===== src/rtl/inst_queue_param_pkg.sv =====
// Shared constants for the fetch-to-decode instruction queue.
// Default geometry and the enable/disable encodings used by its RTL.
package inst_queue_param_pkg;

   localparam int unsigned IQ_DEPTH          = 16;
   localparam int unsigned IQ_SKID           = 1;
   localparam int unsigned INSTRUCTION_WIDTH = 32;
   localparam int unsigned ADDRESS_WIDTH     = 32;

   localparam logic ENABLE  = 1'b1;
   localparam logic DISABLE = 1'b0;

endpackage


===== src/rtl/inst_queue_param_if.sv =====
// Fetch, decode, downstream-ready and status signals of the
// instruction queue; master drives the inputs, slave is the queue.
interface inst_queue_param_if #(
   parameter int DEPTH  = 16,
   parameter int INST_W = 32,
   parameter int ADDR_W = 32
);
   localparam int CNT_W = $clog2(DEPTH + 1);

   logic              rdy_in;
   logic              rob_flush_in;
   logic              rob_rdy_in;
   logic              rs_rdy_in;
   logic              lsqueue_rdy_in;
   logic              ifetch_en_in;
   logic [INST_W-1:0] ifetch_inst_in;
   logic [ADDR_W-1:0] ifetch_pc_in;
   logic              ifetch_pred_in;
   logic              ifetch_rdy_out;
   logic              decoder_en_out;
   logic [INST_W-1:0] decoder_inst_out;
   logic [ADDR_W-1:0] decoder_pc_out;
   logic              decoder_pred_out;
   logic [CNT_W-1:0]  count_out;
   logic              overflow_out;

   modport master (
      output rdy_in, rob_flush_in,
      output rob_rdy_in, rs_rdy_in, lsqueue_rdy_in,
      output ifetch_en_in, ifetch_inst_in,
      output ifetch_pc_in, ifetch_pred_in,
      input  ifetch_rdy_out,
      input  decoder_en_out, decoder_inst_out,
      input  decoder_pc_out, decoder_pred_out,
      input  count_out, overflow_out
   );

   modport slave (
      input  rdy_in, rob_flush_in,
      input  rob_rdy_in, rs_rdy_in, lsqueue_rdy_in,
      input  ifetch_en_in, ifetch_inst_in,
      input  ifetch_pc_in, ifetch_pred_in,
      output ifetch_rdy_out,
      output decoder_en_out, decoder_inst_out,
      output decoder_pc_out, decoder_pred_out,
      output count_out, overflow_out
   );

endinterface


===== src/rtl/inst_queue_param_iq_storage.sv =====
// Entry array for the instruction queue: one write port, one
// asynchronous read port, no reset (contents are don't-care).
module iq_storage
   import inst_queue_param_pkg::*;
#(
   parameter int DEPTH = IQ_DEPTH,
   parameter int WIDTH = 65,
   localparam int PTR_W = $clog2(DEPTH)
) (
   input  logic             clk_i,
   input  logic             we_i,
   input  logic [PTR_W-1:0] waddr_i,
   input  logic [WIDTH-1:0] wdata_i,
   input  logic [PTR_W-1:0] raddr_i,
   output logic [WIDTH-1:0] rdata_o
);

   logic [WIDTH-1:0] mem_q [DEPTH];

   always_ff @(posedge clk_i) begin
      if (we_i == ENABLE) begin
         mem_q[waddr_i] <= wdata_i;
      end
   end

   assign rdata_o = mem_q[raddr_i];

endmodule


===== src/rtl/inst_queue_param.sv =====
// Instruction queue between fetcher and decoder: full-capacity counter,
// skid margin on fetch ready, sticky overflow, ROB flush.
module inst_queue_param
   import inst_queue_param_pkg::*;
#(
   parameter int DEPTH  = IQ_DEPTH,
   parameter int INST_W = INSTRUCTION_WIDTH,
   parameter int ADDR_W = ADDRESS_WIDTH,
   parameter int SKID   = IQ_SKID
) (
   input logic               clk_in,
   input logic               rst_in,
   inst_queue_param_if.slave iq
);

   localparam int PTR_W = $clog2(DEPTH);
   localparam int CNT_W = $clog2(DEPTH + 1);
   localparam int ENT_W = INST_W + ADDR_W + 1;
   localparam logic [CNT_W-1:0] FULL = CNT_W'(DEPTH);
   localparam logic [CNT_W:0]   SKID_W = (CNT_W+1)'(SKID);

   logic [PTR_W-1:0] head_q, head_d;
   logic [PTR_W-1:0] tail_q, tail_d;
   logic [CNT_W-1:0] count_q, count_d;
   logic             ovf_q, ovf_d;
   logic             den_q, den_d;
   logic [ENT_W-1:0] dout_q, dout_d;

   logic [ENT_W-1:0] rd_ent;
   logic [ENT_W-1:0] wr_ent;
   logic [CNT_W:0]   free_w;
   logic             down_rdy;
   logic             pop;
   logic             push;
   logic             drop;
   logic             wr_en;

   assign down_rdy = iq.rob_rdy_in & iq.rs_rdy_in & iq.lsqueue_rdy_in;
   assign pop      = (count_q != '0) & down_rdy;
   assign push     = iq.ifetch_en_in & ((count_q != FULL) | pop);
   assign drop     = iq.ifetch_en_in & (count_q == FULL) & ~pop;
   assign wr_en    = ~rst_in & iq.rdy_in & ~iq.rob_flush_in & push;
   assign wr_ent   = {iq.ifetch_inst_in, iq.ifetch_pc_in,
                      iq.ifetch_pred_in};

   iq_storage #(
      .DEPTH (DEPTH),
      .WIDTH (ENT_W)
   ) u_storage (
      .clk_i   (clk_in),
      .we_i    (wr_en),
      .waddr_i (tail_q),
      .wdata_i (wr_ent),
      .raddr_i (head_q),
      .rdata_o (rd_ent)
   );

   always_comb begin
      head_d  = head_q;
      tail_d  = tail_q;
      count_d = count_q;
      ovf_d   = ovf_q;
      den_d   = DISABLE;
      dout_d  = dout_q;
      if (iq.rdy_in == ENABLE) begin
         if (iq.rob_flush_in == ENABLE) begin
            head_d  = '0;
            tail_d  = '0;
            count_d = '0;
         end else begin
            if (pop) begin
               dout_d = rd_ent;
               den_d  = ENABLE;
               head_d = head_q + PTR_W'(1);
            end
            if (push) begin
               tail_d = tail_q + PTR_W'(1);
            end
            if (drop) begin
               ovf_d = ENABLE;
            end
            count_d = count_q + CNT_W'(push) - CNT_W'(pop);
         end
      end
   end

   always_ff @(posedge clk_in) begin
      if (rst_in) begin
         head_q  <= '0;
         tail_q  <= '0;
         count_q <= '0;
         ovf_q   <= DISABLE;
         den_q   <= DISABLE;
         dout_q  <= '0;
      end else begin
         head_q  <= head_d;
         tail_q  <= tail_d;
         count_q <= count_d;
         ovf_q   <= ovf_d;
         den_q   <= den_d;
         dout_q  <= dout_d;
      end
   end

   // count never exceeds DEPTH, so the free-slot difference cannot wrap
   assign free_w = {1'b0, FULL} - {1'b0, count_q};

   assign iq.ifetch_rdy_out   = (free_w > SKID_W);
   assign iq.decoder_en_out   = den_q;
   assign iq.decoder_inst_out = dout_q[ENT_W-1 -: INST_W];
   assign iq.decoder_pc_out   = dout_q[ADDR_W:1];
   assign iq.decoder_pred_out = dout_q[0];
   assign iq.count_out        = count_q;
   assign iq.overflow_out     = ovf_q;

endmodule


===== src/flat_wrapper.sv =====
// flat-port wrapper written by rule: the top's interface ports become plain ports
module inst_queue_param_flat import inst_queue_param_pkg::*;
#(
   parameter int DEPTH  = IQ_DEPTH,
   parameter int INST_W = INSTRUCTION_WIDTH,
   parameter int ADDR_W = ADDRESS_WIDTH,
   parameter int SKID   = IQ_SKID
)
  (clk_in, rst_in, iq_rdy_in, iq_rob_flush_in, iq_rob_rdy_in, iq_rs_rdy_in, iq_lsqueue_rdy_in, iq_ifetch_en_in, iq_ifetch_inst_in, iq_ifetch_pc_in, iq_ifetch_pred_in, iq_ifetch_rdy_out, iq_decoder_en_out, iq_decoder_inst_out, iq_decoder_pc_out, iq_decoder_pred_out, iq_count_out, iq_overflow_out);
  inst_queue_param_if #(.DEPTH(DEPTH), .INST_W(INST_W), .ADDR_W(ADDR_W)) iq_i ();
  input logic clk_in;
  input logic rst_in;
  input wire logic [$bits(iq_i.rdy_in)-1:0] iq_rdy_in;
  input wire logic [$bits(iq_i.rob_flush_in)-1:0] iq_rob_flush_in;
  input wire logic [$bits(iq_i.rob_rdy_in)-1:0] iq_rob_rdy_in;
  input wire logic [$bits(iq_i.rs_rdy_in)-1:0] iq_rs_rdy_in;
  input wire logic [$bits(iq_i.lsqueue_rdy_in)-1:0] iq_lsqueue_rdy_in;
  input wire logic [$bits(iq_i.ifetch_en_in)-1:0] iq_ifetch_en_in;
  input wire logic [$bits(iq_i.ifetch_inst_in)-1:0] iq_ifetch_inst_in;
  input wire logic [$bits(iq_i.ifetch_pc_in)-1:0] iq_ifetch_pc_in;
  input wire logic [$bits(iq_i.ifetch_pred_in)-1:0] iq_ifetch_pred_in;
  output wire logic [$bits(iq_i.ifetch_rdy_out)-1:0] iq_ifetch_rdy_out;
  output wire logic [$bits(iq_i.decoder_en_out)-1:0] iq_decoder_en_out;
  output wire logic [$bits(iq_i.decoder_inst_out)-1:0] iq_decoder_inst_out;
  output wire logic [$bits(iq_i.decoder_pc_out)-1:0] iq_decoder_pc_out;
  output wire logic [$bits(iq_i.decoder_pred_out)-1:0] iq_decoder_pred_out;
  output wire logic [$bits(iq_i.count_out)-1:0] iq_count_out;
  output wire logic [$bits(iq_i.overflow_out)-1:0] iq_overflow_out;
  assign iq_i.rdy_in = iq_rdy_in;
  assign iq_i.rob_flush_in = iq_rob_flush_in;
  assign iq_i.rob_rdy_in = iq_rob_rdy_in;
  assign iq_i.rs_rdy_in = iq_rs_rdy_in;
  assign iq_i.lsqueue_rdy_in = iq_lsqueue_rdy_in;
  assign iq_i.ifetch_en_in = iq_ifetch_en_in;
  assign iq_i.ifetch_inst_in = iq_ifetch_inst_in;
  assign iq_i.ifetch_pc_in = iq_ifetch_pc_in;
  assign iq_i.ifetch_pred_in = iq_ifetch_pred_in;
  assign iq_ifetch_rdy_out = iq_i.ifetch_rdy_out;
  assign iq_decoder_en_out = iq_i.decoder_en_out;
  assign iq_decoder_inst_out = iq_i.decoder_inst_out;
  assign iq_decoder_pc_out = iq_i.decoder_pc_out;
  assign iq_decoder_pred_out = iq_i.decoder_pred_out;
  assign iq_count_out = iq_i.count_out;
  assign iq_overflow_out = iq_i.overflow_out;
  inst_queue_param #(.DEPTH(DEPTH), .INST_W(INST_W), .ADDR_W(ADDR_W), .SKID(SKID)) u_core (.clk_in(clk_in), .rst_in(rst_in), .iq(iq_i));
endmodule

===== config.mk =====
export PLATFORM = sky130hd
export DESIGN_NAME = inst_queue_param_flat
export DESIGN_NICKNAME = d
export VERILOG_FILES = /design/src/rtl/inst_queue_param_pkg.sv /design/src/rtl/inst_queue_param_if.sv /design/src/rtl/inst_queue_param_iq_storage.sv /design/src/rtl/inst_queue_param.sv /design/src/flat_wrapper.sv
export SDC_FILE = /design/constraint.sdc
export NUM_CORES = 1
export LEC_CHECK = 0
export BUFFER_PORTS_ARGS = -buffer_cell sky130_fd_sc_hd__buf_2
export CAP_MARGIN = 5
export CELL_PAD_IN_SITES_DETAIL_PLACEMENT = 1
export CELL_PAD_IN_SITES_GLOBAL_PLACEMENT = 2
export CORE_MARGIN = 2
export CORE_UTILIZATION = 30
export DETAILED_ROUTE_END_ITERATION = 10
export PLACE_DENSITY_LB_ADDON = 0.05
export SLEW_MARGIN = 20
export SYNTH_ARGS = -nofsm -noshare
export SYNTH_HDL_FRONTEND = slang
export SYNTH_SLANG_ARGS = --single-unit

===== constraint.sdc =====
create_clock -name clk_in -period 7.45 [get_ports clk_in]
set_input_delay 0.745 -clock clk_in [delete_from_list [all_inputs] [get_ports clk_in]]
set_output_delay 0.745 -clock clk_in [all_outputs]
set_load 0.1 [all_outputs]

* Word-level counts from Yosys, hierarchy flattened
Memories as Yosys holds them, arrays and structs flattened. A register that Yosys moved wholly into a read port is not among the register bits.
Index checks and enable logic that the tools add are counted.
** Word-level totals
- Register bits after elaboration :: 15
- Bits in latches :: 0
- RAM bits :: 1040
- Memory bits (read-only) :: 0
- Bits of input ports :: 73
- Memories :: 1
** Memory list
- u_core.u_storage.mem_q :: words 16, bits a word 65, rd ports 1, clocked after memory_dff 1, write ports 1, RTL line inst_queue_param_iq_storage.sv:18 : logic [WIDTH-1:0] mem_q [DEPTH];
** Cells by class
- Add/sub/neg operators :: 5
- Multipliers :: 0
- Div/mod/pow operators :: 0
- $lt $le $gt $ge :: 1
- Equality and inequality tests :: 2
- Shifts and indexed selects :: 0
- Muxes and demuxes :: 8
- Bitwise operators :: 14
- Reductions and logical operators :: 8
** Operators by type and width (number)
- $mux W4 :: 4
- $and A1 B1 Y1 :: 9
- $add A4 B1 Y4 const B :: 2
- $gt A6 B1 Y1 const B :: 1
- $reduce_and A3 Y1 :: 2
- $sub A5 B5 Y6 const A :: 1
- $add A5 B1 Y5 :: 1
- $eq A5 B5 Y1 const B :: 1
- $mux W5 :: 1
- $ne A5 B5 Y1 const B :: 1
- $reduce_bool A5 Y1 :: 1
- $sub A5 B1 Y5 :: 1
- $not A1 Y1 :: 4
- $reduce_and A2 Y1 :: 2
- $reduce_bool A2 Y1 :: 2
- $mux W1 :: 3
- $reduce_or A3 Y1 :: 1
- $or A1 B1 Y1 :: 1

* Longest topological paths before layout
Gate-level depths: netlist of the first run.
- Word-level depth :: 8
- Depth in mapped cells :: 16

* Hierarchy
From an unflattened synthesis of the first run, not the netlist that was laid out.
** Unflattened totals
- Cells, all modules :: 2002
- Area, all modules :: 42106.6 sq um
** By module, submodules not included
- iq_storage :: instances 1, cells each 1608, area each 38938.6 sq um, sequential area each 31230.0 sq um
- inst_queue_param :: instances 1, cells each 394, area each 3168.0 sq um, sequential area each 1601.5 sq um

* Worst setup path after synthesis of the first run
Ideal clock, no wire load.
- Kind :: flip-flop to flip-flop
- Start point :: register u_core.count_q[2] (netlist: u_core.iq.count_out[2])
- End point :: memory u_core.u_storage.mem_q[10][0], enable pin
- Library setup time :: 430 ps
- Arrival :: 4427 ps
- Setup slack :: 2594 ps
- Cell stages (with the launch flop) :: 11
- Buffers on the path :: 1
- Clock period less this slack :: 4856 ps
- Cell sequence :: dfxtp_1 > inv_1 > ha_1 > and3_1 > ha_1 > nand4b_1 > buf_2 > clkinv_1 > o211ai_1 > nor4b_1 > and2_1
** Between the ends
- Cells in the longest elaborated chain, start to end :: 7
- Elaborated cells between the ends (all ways) :: 8
- Those cells by class :: 1 x eq/ne; 2 x mux; 4 x bitwise; 1 x reduce/logical
** RTL lines
- from (decl) :: RTL line inst_queue_param.sv:24 : logic [CNT_W-1:0] count_q, count_d;
- from (signal assigned) :: RTL line inst_queue_param.sv:98 : count_q <= count_d;
- $reduce_bool A5 Y1 :: RTL line inst_queue_param.sv:39 : assign pop = (count_q != '0) & down_rdy;
- $and A1 B1 Y1 :: RTL line inst_queue_param.sv:39
- via u_core.pop :: RTL line inst_queue_param.sv:33 : logic pop;
- $or A1 B1 Y1 :: RTL line inst_queue_param.sv:40 : assign push = iq.ifetch_en_in & ((count_q != FULL) | pop);
- $and A1 B1 Y1 :: RTL line inst_queue_param.sv:40
- $and A1 B1 Y1 :: RTL line inst_queue_param.sv:42 : assign wr_en = ~rst_in & iq.rdy_in & ~iq.rob_flush_in & push;
- $mux W1 :: RTL line inst_queue_param_iq_storage.sv:21 : if (we_i == ENABLE) begin
- $mux W1 (implied by the code) :: RTL line inst_queue_param_iq_storage.sv:22 : mem_q[waddr_i] <= wdata_i;
- to (decl) :: RTL line inst_queue_param_iq_storage.sv:18
The timed path passes the listed nets, and every way through them passes these cells.

* Final worst setup path of the first run
- Start point :: register u_core.count_q[2] (netlist: u_core.iq.count_out[2])
- End point :: memory u_core.u_storage.mem_q[11][12], enable pin
Same word-level chain as after synthesis.

==> reports/results.tsv, run 1 <==
stage	metric	value	unit
yosys	netlist_area	42330	um^2
drt	drt.antenna.violating_nets	0	
drt	wl	118600	um
yosys	ys.flop_type	edfxtp_1	
flow_run	cap_violations	0	
clock_network	cts_buffers	133	
clock_network	post_cts.repair.setup_buffers	0	
die	row_count	137	
global_routing	overflow	0	
clock_network	tritoncts	yes	
pwr	power.total	0.01349	W
sta	slew_headroom	0.2716	
global_routing	grt_antenna_before_repair	7	
layout	fin_cells	4166	
critical_path	endpoint_kind	register	
clock_network	cts-resized-gates	0	
layout	multi_input_area	8944	um^2
critical_path	required	7.82	ns
min_path	hold_path_class	in2reg	
critical_path	rr_worst_depth	10	
status	status	finished, final reports clean	
layout	fillers	13586	
drt	vias_per_cell	4.843	
yosys	avgSynthCellArea	21.39	um^2
clock_network	cts_sinks	1120	
critical_path	path_class	reg2reg	
yosys	ys_warn_count	0	
sta	drv_slew	0	
yosys	synth_most_common_cell	edfxtp_1	
yosys	async_reset_ff_frac	0	
layout	drive_above_1_share	0.2987	
drt	route.detailed.drc	0	
sta	setup_viol	0	
global_routing	grt_pass1_wl	171700	um
layout	ff_latch_area	32840	um^2
yosys	ys_ff_latch	1120	
drt	drt_pass1_iterations	5	
sta	tns	0	ns
sta	tightest_slew	1.093	ns
sta	clock_skew	0.01926	ns
die	start_util	0.3030	
layout	syn2layout_area_growth	17.00	%
die	die_y	379.6	um
sta	post-route-period-util	0.6666	
clock_network	path_clk_slew	0.05	ns
sta	min_period	4.966	ns
critical_path	crit_fanout	36	
yosys	netlist_top_cells_area	edfxtp_1 (74%), mux4_2 (14%), dfxtp_1 (3.8%)	
yosys	synth_edf_count	1040	
placement	gp_congestion	0.7105	
drt	wire_per_inst	28.48	um
pwr	ir_drop	0.1855	mV
clock_network	ctsHoldBuffers	0	
placement	numPortBuffers	145	
yosys	synth_top_area_frac	0.7378	
clock_network	h-tree-depth	4	
yosys	syn_inst	1979	
yosys	synth.net_count	2068	
placement	place_inst	3926	
pwr	p_per_area	272.4	nW/um^2
global_routing	grt_max_degree	97	
sta	rsz0062_at_grt	false	
die	ios	146	
pwr	power_leakage	15.62	nW
layout	antenna_cells	0	
global_routing	grt_pass1_vias	22957	
yosys	synth_seq_area_share	0.7756	
global_routing	track_usage	0.1663	
die	die_w	379.6	um
drt	drtIter0Drc	1227	
clock_network	cts-root-buf	clkbuf_16	
sta	hold_viol_final	0	
critical_path	cp-start-kind	register	
yosys	yosysTopAreaCell	edfxtp_1	
placement	hpwlAfterDp	64480	um
critical_path	worstPathArrival	5.33	ns
sta	max_clock_freq	0.2014	GHz
yosys	synthDistinctLibCells	54	
drt	vias	20176	
layout	fin_nets	2274	
clock_network	cts.path.max_buffers	3	
clock_network	clkLatencyLatePin	0.74	ns
die	core	139700	um^2
die	die-area	144100	um^2
min_path	hold_depth	2	
yosys	synthTopCellsByCount	edfxtp_1 (1040), mux4_2 (260), nand2_1 (212), dfxtp_1 (80), clkbuf_1 (46)	
## flip-flops by register name, indices dropped and copies added (netlist names)
signal                    cells
u_core.u_storage.mem_q     1040
u_core.dout_q                65
u_core.iq.count_out           5
u_core.head_q                 4
u_core.tail_q                 4
u_core.iq.decoder_en_out      1
u_core.iq.overflow_out        1
## cell usage in the layout, fill, tap and decap left out, types with 4 or more instances in the layout
cell,instances
nand3b_1,10
clkbuf_1,31
buf_4,31
nand3_1,4
a221o_2,16
o221ai_1,11
inv_1,15
a22o_1,31
nand2_1,212
nor2_1,10
and2_4,16
clkbuf_8,10
a211o_1,7
clkinv_2,17
a21oi_1,20
mux4_2,260
buf_2,145
a21oi_2,20
clkbuf_16,141
dfxtp_1,76
clkinv_1,28
mux2i_1,21
ha_1,15
bufinv_16,10
a221o_1,32
edfxtp_1,1040
## metrics by stage
stage / utilization / worst slack [ns] / area [um^2] / hold slack, ns
after floorplan: - / 2.594 / 42330 / 0.5271
after global placement: 0.3237 / 2.489 / 45220 / 0.4620
after detailed placement: 0.3237 / 2.373 / 45220 / 0.4629
after CTS: 0.3545 / 2.360 / 49520 / 0.3141
after global routing: 0.3545 / 2.087 / 49520 / 0.3639
final: 0.3545 / 2.484 / 49520 / 0.3769
## final cells by class
cell class | instances | share of cell area
clock buffers | 182 | 0.07638
clock inverters | 58 | 0.01051
inverters | 17 | 0.001339
multi-input cells | 734 | 0.1806
flip-flops and latches | 1120 | 0.6632
well taps | 1876 | 0.04740
repair buffers | 179 | 0.02057
## where the power goes
group	switching, W	internal (W)
Sequential	0.00000472	0.00688
Clock	0.00252	0.00388
Combinational	0.000167	0.0000422
## path summary, 6_finish.rpt
path                                                           from                                  endpoint  slack (ns)
worst max-delay path            u_core.iq.count_out[2]$_SDFFE_PP0P_  u_core.u_storage.mem_q[11][12]$_DFFE_PP_        2.48
worst min-delay path                                      iq_rdy_in       u_core.iq.count_out[4]$_SDFFE_PP0P_        0.38
worst max register to register  u_core.iq.count_out[2]$_SDFFE_PP0P_  u_core.u_storage.mem_q[11][12]$_DFFE_PP_        2.48
worst min register to register       u_core.dout_q[63]$_SDFFE_PP0P_            u_core.dout_q[63]$_SDFFE_PP0P_        0.47
## worst max-delay path: stages, from the launching register on
cell	delay, ns
dfxtp_1	0.41
inv_1	0.13
ha_1	0.21
and3_1	0.20
ha_1	0.19
nand4b_1	0.60
clkinv_1	0.42
o211ai_1	0.25
nor4b_1	0.72
and2_4	0.79
buf_4	0.61
## cell families (layout without fill, tap and decap cells)
family | count (synthesis) | in the layout | share of synthesized area
flops | 1120 | 1120 | 0.7756
mux | 281 | 281 | 0.1433
simple gates | 277 | 277 | 0.02864
compound gates | 157 | 157 | 0.03210
buf+inv | 125 | 436 | 0.01478
fa+ha+maj | 16 | 16 | 0.004907
xor+xnor | 3 | 3 | 0.0006209
## metal layers
layer	global-route usage	part of all wire
met5	0	0.00012
met4	0.04663	0.021
met3	0.02774	0.032
met2	0.2926	0.52
met1	0.2106	0.43
Power figures use the tool's default switching activity.
==> run 2: changes to the inputs <==
clock period = 4.07 ns   (was 7.45 ns; I/O delays follow)
==> run 2 against run 1 <==
Effect of this change:
- clock skew rose by 0.0054 ns
- worst setup slack got worse by 2.1 ns
- largest power group unchanged
- combinational power grew 94%
- routed wire length is 0.32% higher
- sequential power increased by 83%
- global-route usage is 0.054 points higher
- die area is the same
- clock power rose by 84%
- critical endpoint is now u_core.u_storage.mem_q[7][55]$_DFFE_PP_
- critical path type unchanged
- worst hold slack worse by 0.31 ns
- maximum frequency up 35%
- critical path depth stayed put
==> reports/results.tsv, run 2 (synthesis results as in run 1) <==
stage	metric	value	unit	change
status	status	finished, final reports clean		
sta	fin_ws	0.3804	ns	-2.103 ns
drt	route.detailed.drc	0		unchanged
clock_network	cts-root-buf	clkbuf_16		
die	row_count	137		unchanged
critical_path	worstPathCellList	inv_1 -> ha_1 -> and3_1 -> ha_1 -> nand4b_1 -> clkinv_1 -> o211ai_1 -> nor4b_1 -> and2_4 -> buf_4		
clock_network	tritoncts	yes		
critical_path	crit_fanout	23		-36%
global_routing	overflow	0		unchanged
pwr	clock_power_share	0.475		about the same
layout	largest_reg_flops	1040		unchanged
critical_path	cp-start-kind	register		
pwr	power.switching	0.005054	W	+88%
pwr	seqPwrFrac	0.508		-0.002
sta	post-route-period-util	0.9065		+0.2399
critical_path	path_delay_family	simple AND/OR/NAND/NOR gates		
critical_path	crit_buf_inv	3		unchanged
sta	min_period	3.690	ns	-1.277 ns
sta	tightest_slew	0.9812	ns	-0.1114 ns
pwr	p_per_area	493.0	nW/um^2	+81%
sta	rsz0062_at_grt	false		
critical_path	reg2reg_from	u_core.iq.count_out[2]$_SDFFE_PP0P_		
layout	regMostFlops	u_core.u_storage.mem_q		
clock_network	cts.path.max_buffers	3		unchanged
critical_path	endpoint_kind	register		
min_path	hold_depth	1		-1
critical_path	max_stage_delay	0.65	ns	-0.14 ns
drt	drt.antenna.violating_nets	0		unchanged
sta	hold_viol_final	0		unchanged
drt	vias	20420		+1.2%
layout	final_common_cell	edfxtp_1		
flow_run	cap_violations	0		unchanged
critical_path	reg2reg_slack	0.38	ns	-2.10 ns
critical_path	rr_endpoint	u_core.u_storage.mem_q[7][55]$_DFFE_PP_		
min_path	min_from	iq_ifetch_pc_in[2]		
global_routing	grt_max_degree	65		-33%
placement	place_inst	3954		+0.71%
clock_network	cts_sinks	1120		unchanged
layout	multi_input_area	8944	um^2	unchanged
min_path	min_to	u_core.u_storage.mem_q[10][3]$_DFFE_PP_		
critical_path	critPathMostFrequentCell	ha_1		
layout	ff_latch_area	32840	um^2	unchanged
layout	fillers	13487		-0.73%
layout	syn2layout_area_growth	18.71	%	
global_routing	track_usage	0.1668		+0.0005428
global_routing	grt_pass1_wl	172400	um	+0.37%
global_routing	grt_pass1_vias	22794		-0.71%
sta	clock_skew	0.02463	ns	+0.005372 ns
sta	setup_viol	0		unchanged
pwr	power_leakage	15.91	nW	+1.9%
die	ios	146		unchanged
drt	wl	119000	um	+0.32%
sta	slew_headroom	0.3458		+0.07425
die	core	139700	um^2	unchanged
pwr	ir_drop	0.2835	mV	+53%
placement	hpwlAfterDp	67640	um	+4.9%
critical_path	required	4.50	ns	-3.32 ns
placement	post-place-ws	0.3941	ns	-1.978 ns
die	die_y	379.6	um	unchanged
sta	tns	0	ns	unchanged
critical_path	crit_path_top_delay_cell	nor4b_1		
critical_path	rr_worst_depth	10		unchanged
die	die_w	379.6	um	unchanged
layout	drive_above_1_share	0.3122		+0.01346
drt	drtIter0Drc	1247		+1.6%
critical_path	worstPathArrival	4.12	ns	-1.21 ns
clock_network	clkLatencyLatePin	0.75	ns	about the same
clock_network	cts-resized-gates	0		unchanged
pwr	power_frac_comb	0.016		about the same
layout	final_cell_mix	edfxtp_1 (1040), mux4_2 (260), nand2_1 (212)		
clock_network	h-tree-depth	4		unchanged
global_routing	grt_antenna_before_repair	9		+2
placement	numPortBuffers	145		unchanged
layout	fin_cells	4206		+0.96%
pwr	swShare	0.2040		+0.004426
sta	max_clock_freq	0.2710	GHz	+35%
pwr	internal_power	0.01972	W	+83%
layout	fin_nets	2308		+1.5%
die	die-area	144100	um^2	unchanged
min_path	hold_path_class	in2reg		
placement	gp_congestion	0.7059		-0.65%
drt	wire_per_inst	28.30	um	-0.63%
clock_network	cts_buffers	132		-0.75%
drt	vias_per_cell	4.855		+0.25%
clock_network	path_clk_slew	0.06	ns	about the same
die	start_util	0.3030		unchanged
critical_path	path_class	reg2reg		
pwr	power.total	0.02477	W	+84%
drt	drt_pass1_iterations	4		-1
sta	drv_slew	0		unchanged
run 2: timing repair:
item                                   in CTS  in global routing
buffers inserted                            0                  0
endpoints found under the hold margin      51                  0
hold buffers                                7                  0
run 2: area by class of cell:
cell class,count,area share
Antenna cell,1,0.00004980
Clock buffer,185,0.07483
Clock inverter,59,0.01163
Inverter,17,0.001320
Multi-Input combinational cell,734,0.1780
Sequential cell,1120,0.6537
Tap cell,1876,0.04671
Timing Repair Buffer,214,0.03382
run 2: metal layers:
metal  up-vias  GRT usage  wire (um)
li1       8721          -          -
met1     11166     0.2276      54550
met2       371     0.2765      58420
met3       160    0.02757       3723
met4         2    0.04360       2317
met5         -          0         13
run 2: worst max path at each step:
stage	to	from	cells past startpoint	slack (ns)
after global placement	u_core.u_storage.mem_q[7][14]$_DFFE_PP_	u_core.iq.count_out[2]$_SDFFE_PP0P_	10	0.46
after global routing	u_core.u_storage.mem_q[9][26]$_DFFE_PP_	u_core.iq.count_out[2]$_SDFFE_PP0P_	10	0.09
after detailed placement	u_core.u_storage.mem_q[7][13]$_DFFE_PP_	u_core.iq.count_out[2]$_SDFFE_PP0P_	10	0.39
final	u_core.u_storage.mem_q[7][55]$_DFFE_PP_	u_core.iq.count_out[2]$_SDFFE_PP0P_	10	0.38
after floorplan	u_core.u_storage.mem_q[12][0]$_DFFE_PP_	u_core.iq.count_out[2]$_SDFFE_PP0P_	10	0.04
after CTS	u_core.u_storage.mem_q[9][0]$_DFFE_PP_	u_core.iq.count_out[2]$_SDFFE_PP0P_	10	0.37
run 2: power by group through the flow:
| stage | registers, W | clock network (W) | logic, W |
|---|---|---|---|
| after CTS | 0.0126 | 0.0121 | 0.000420 |
| after floorplan | 0.0129 | 0 | 0.000105 |
| after detailed placement | 0.0128 | 0 | 0.000415 |
| after global routing | 0.0126 | 0.0126 | 0.000445 |
| final | 0.0126 | 0.0118 | 0.000405 |
| after global placement | 0.0128 | 0 | 0.000404 |
run 2: stage by stage:
step / utilization / hold slack (ns) / area [um^2]
floorplan: - / 0.5059 / 42360
global placement: 0.3281 / 0.4422 / 45830
detailed placement: 0.3281 / 0.4535 / 45830
CTS: 0.3597 / 0.004838 / 50240
global route: 0.3597 / 0.03498 / 50240
finish: 0.3597 / 0.06832 / 50250
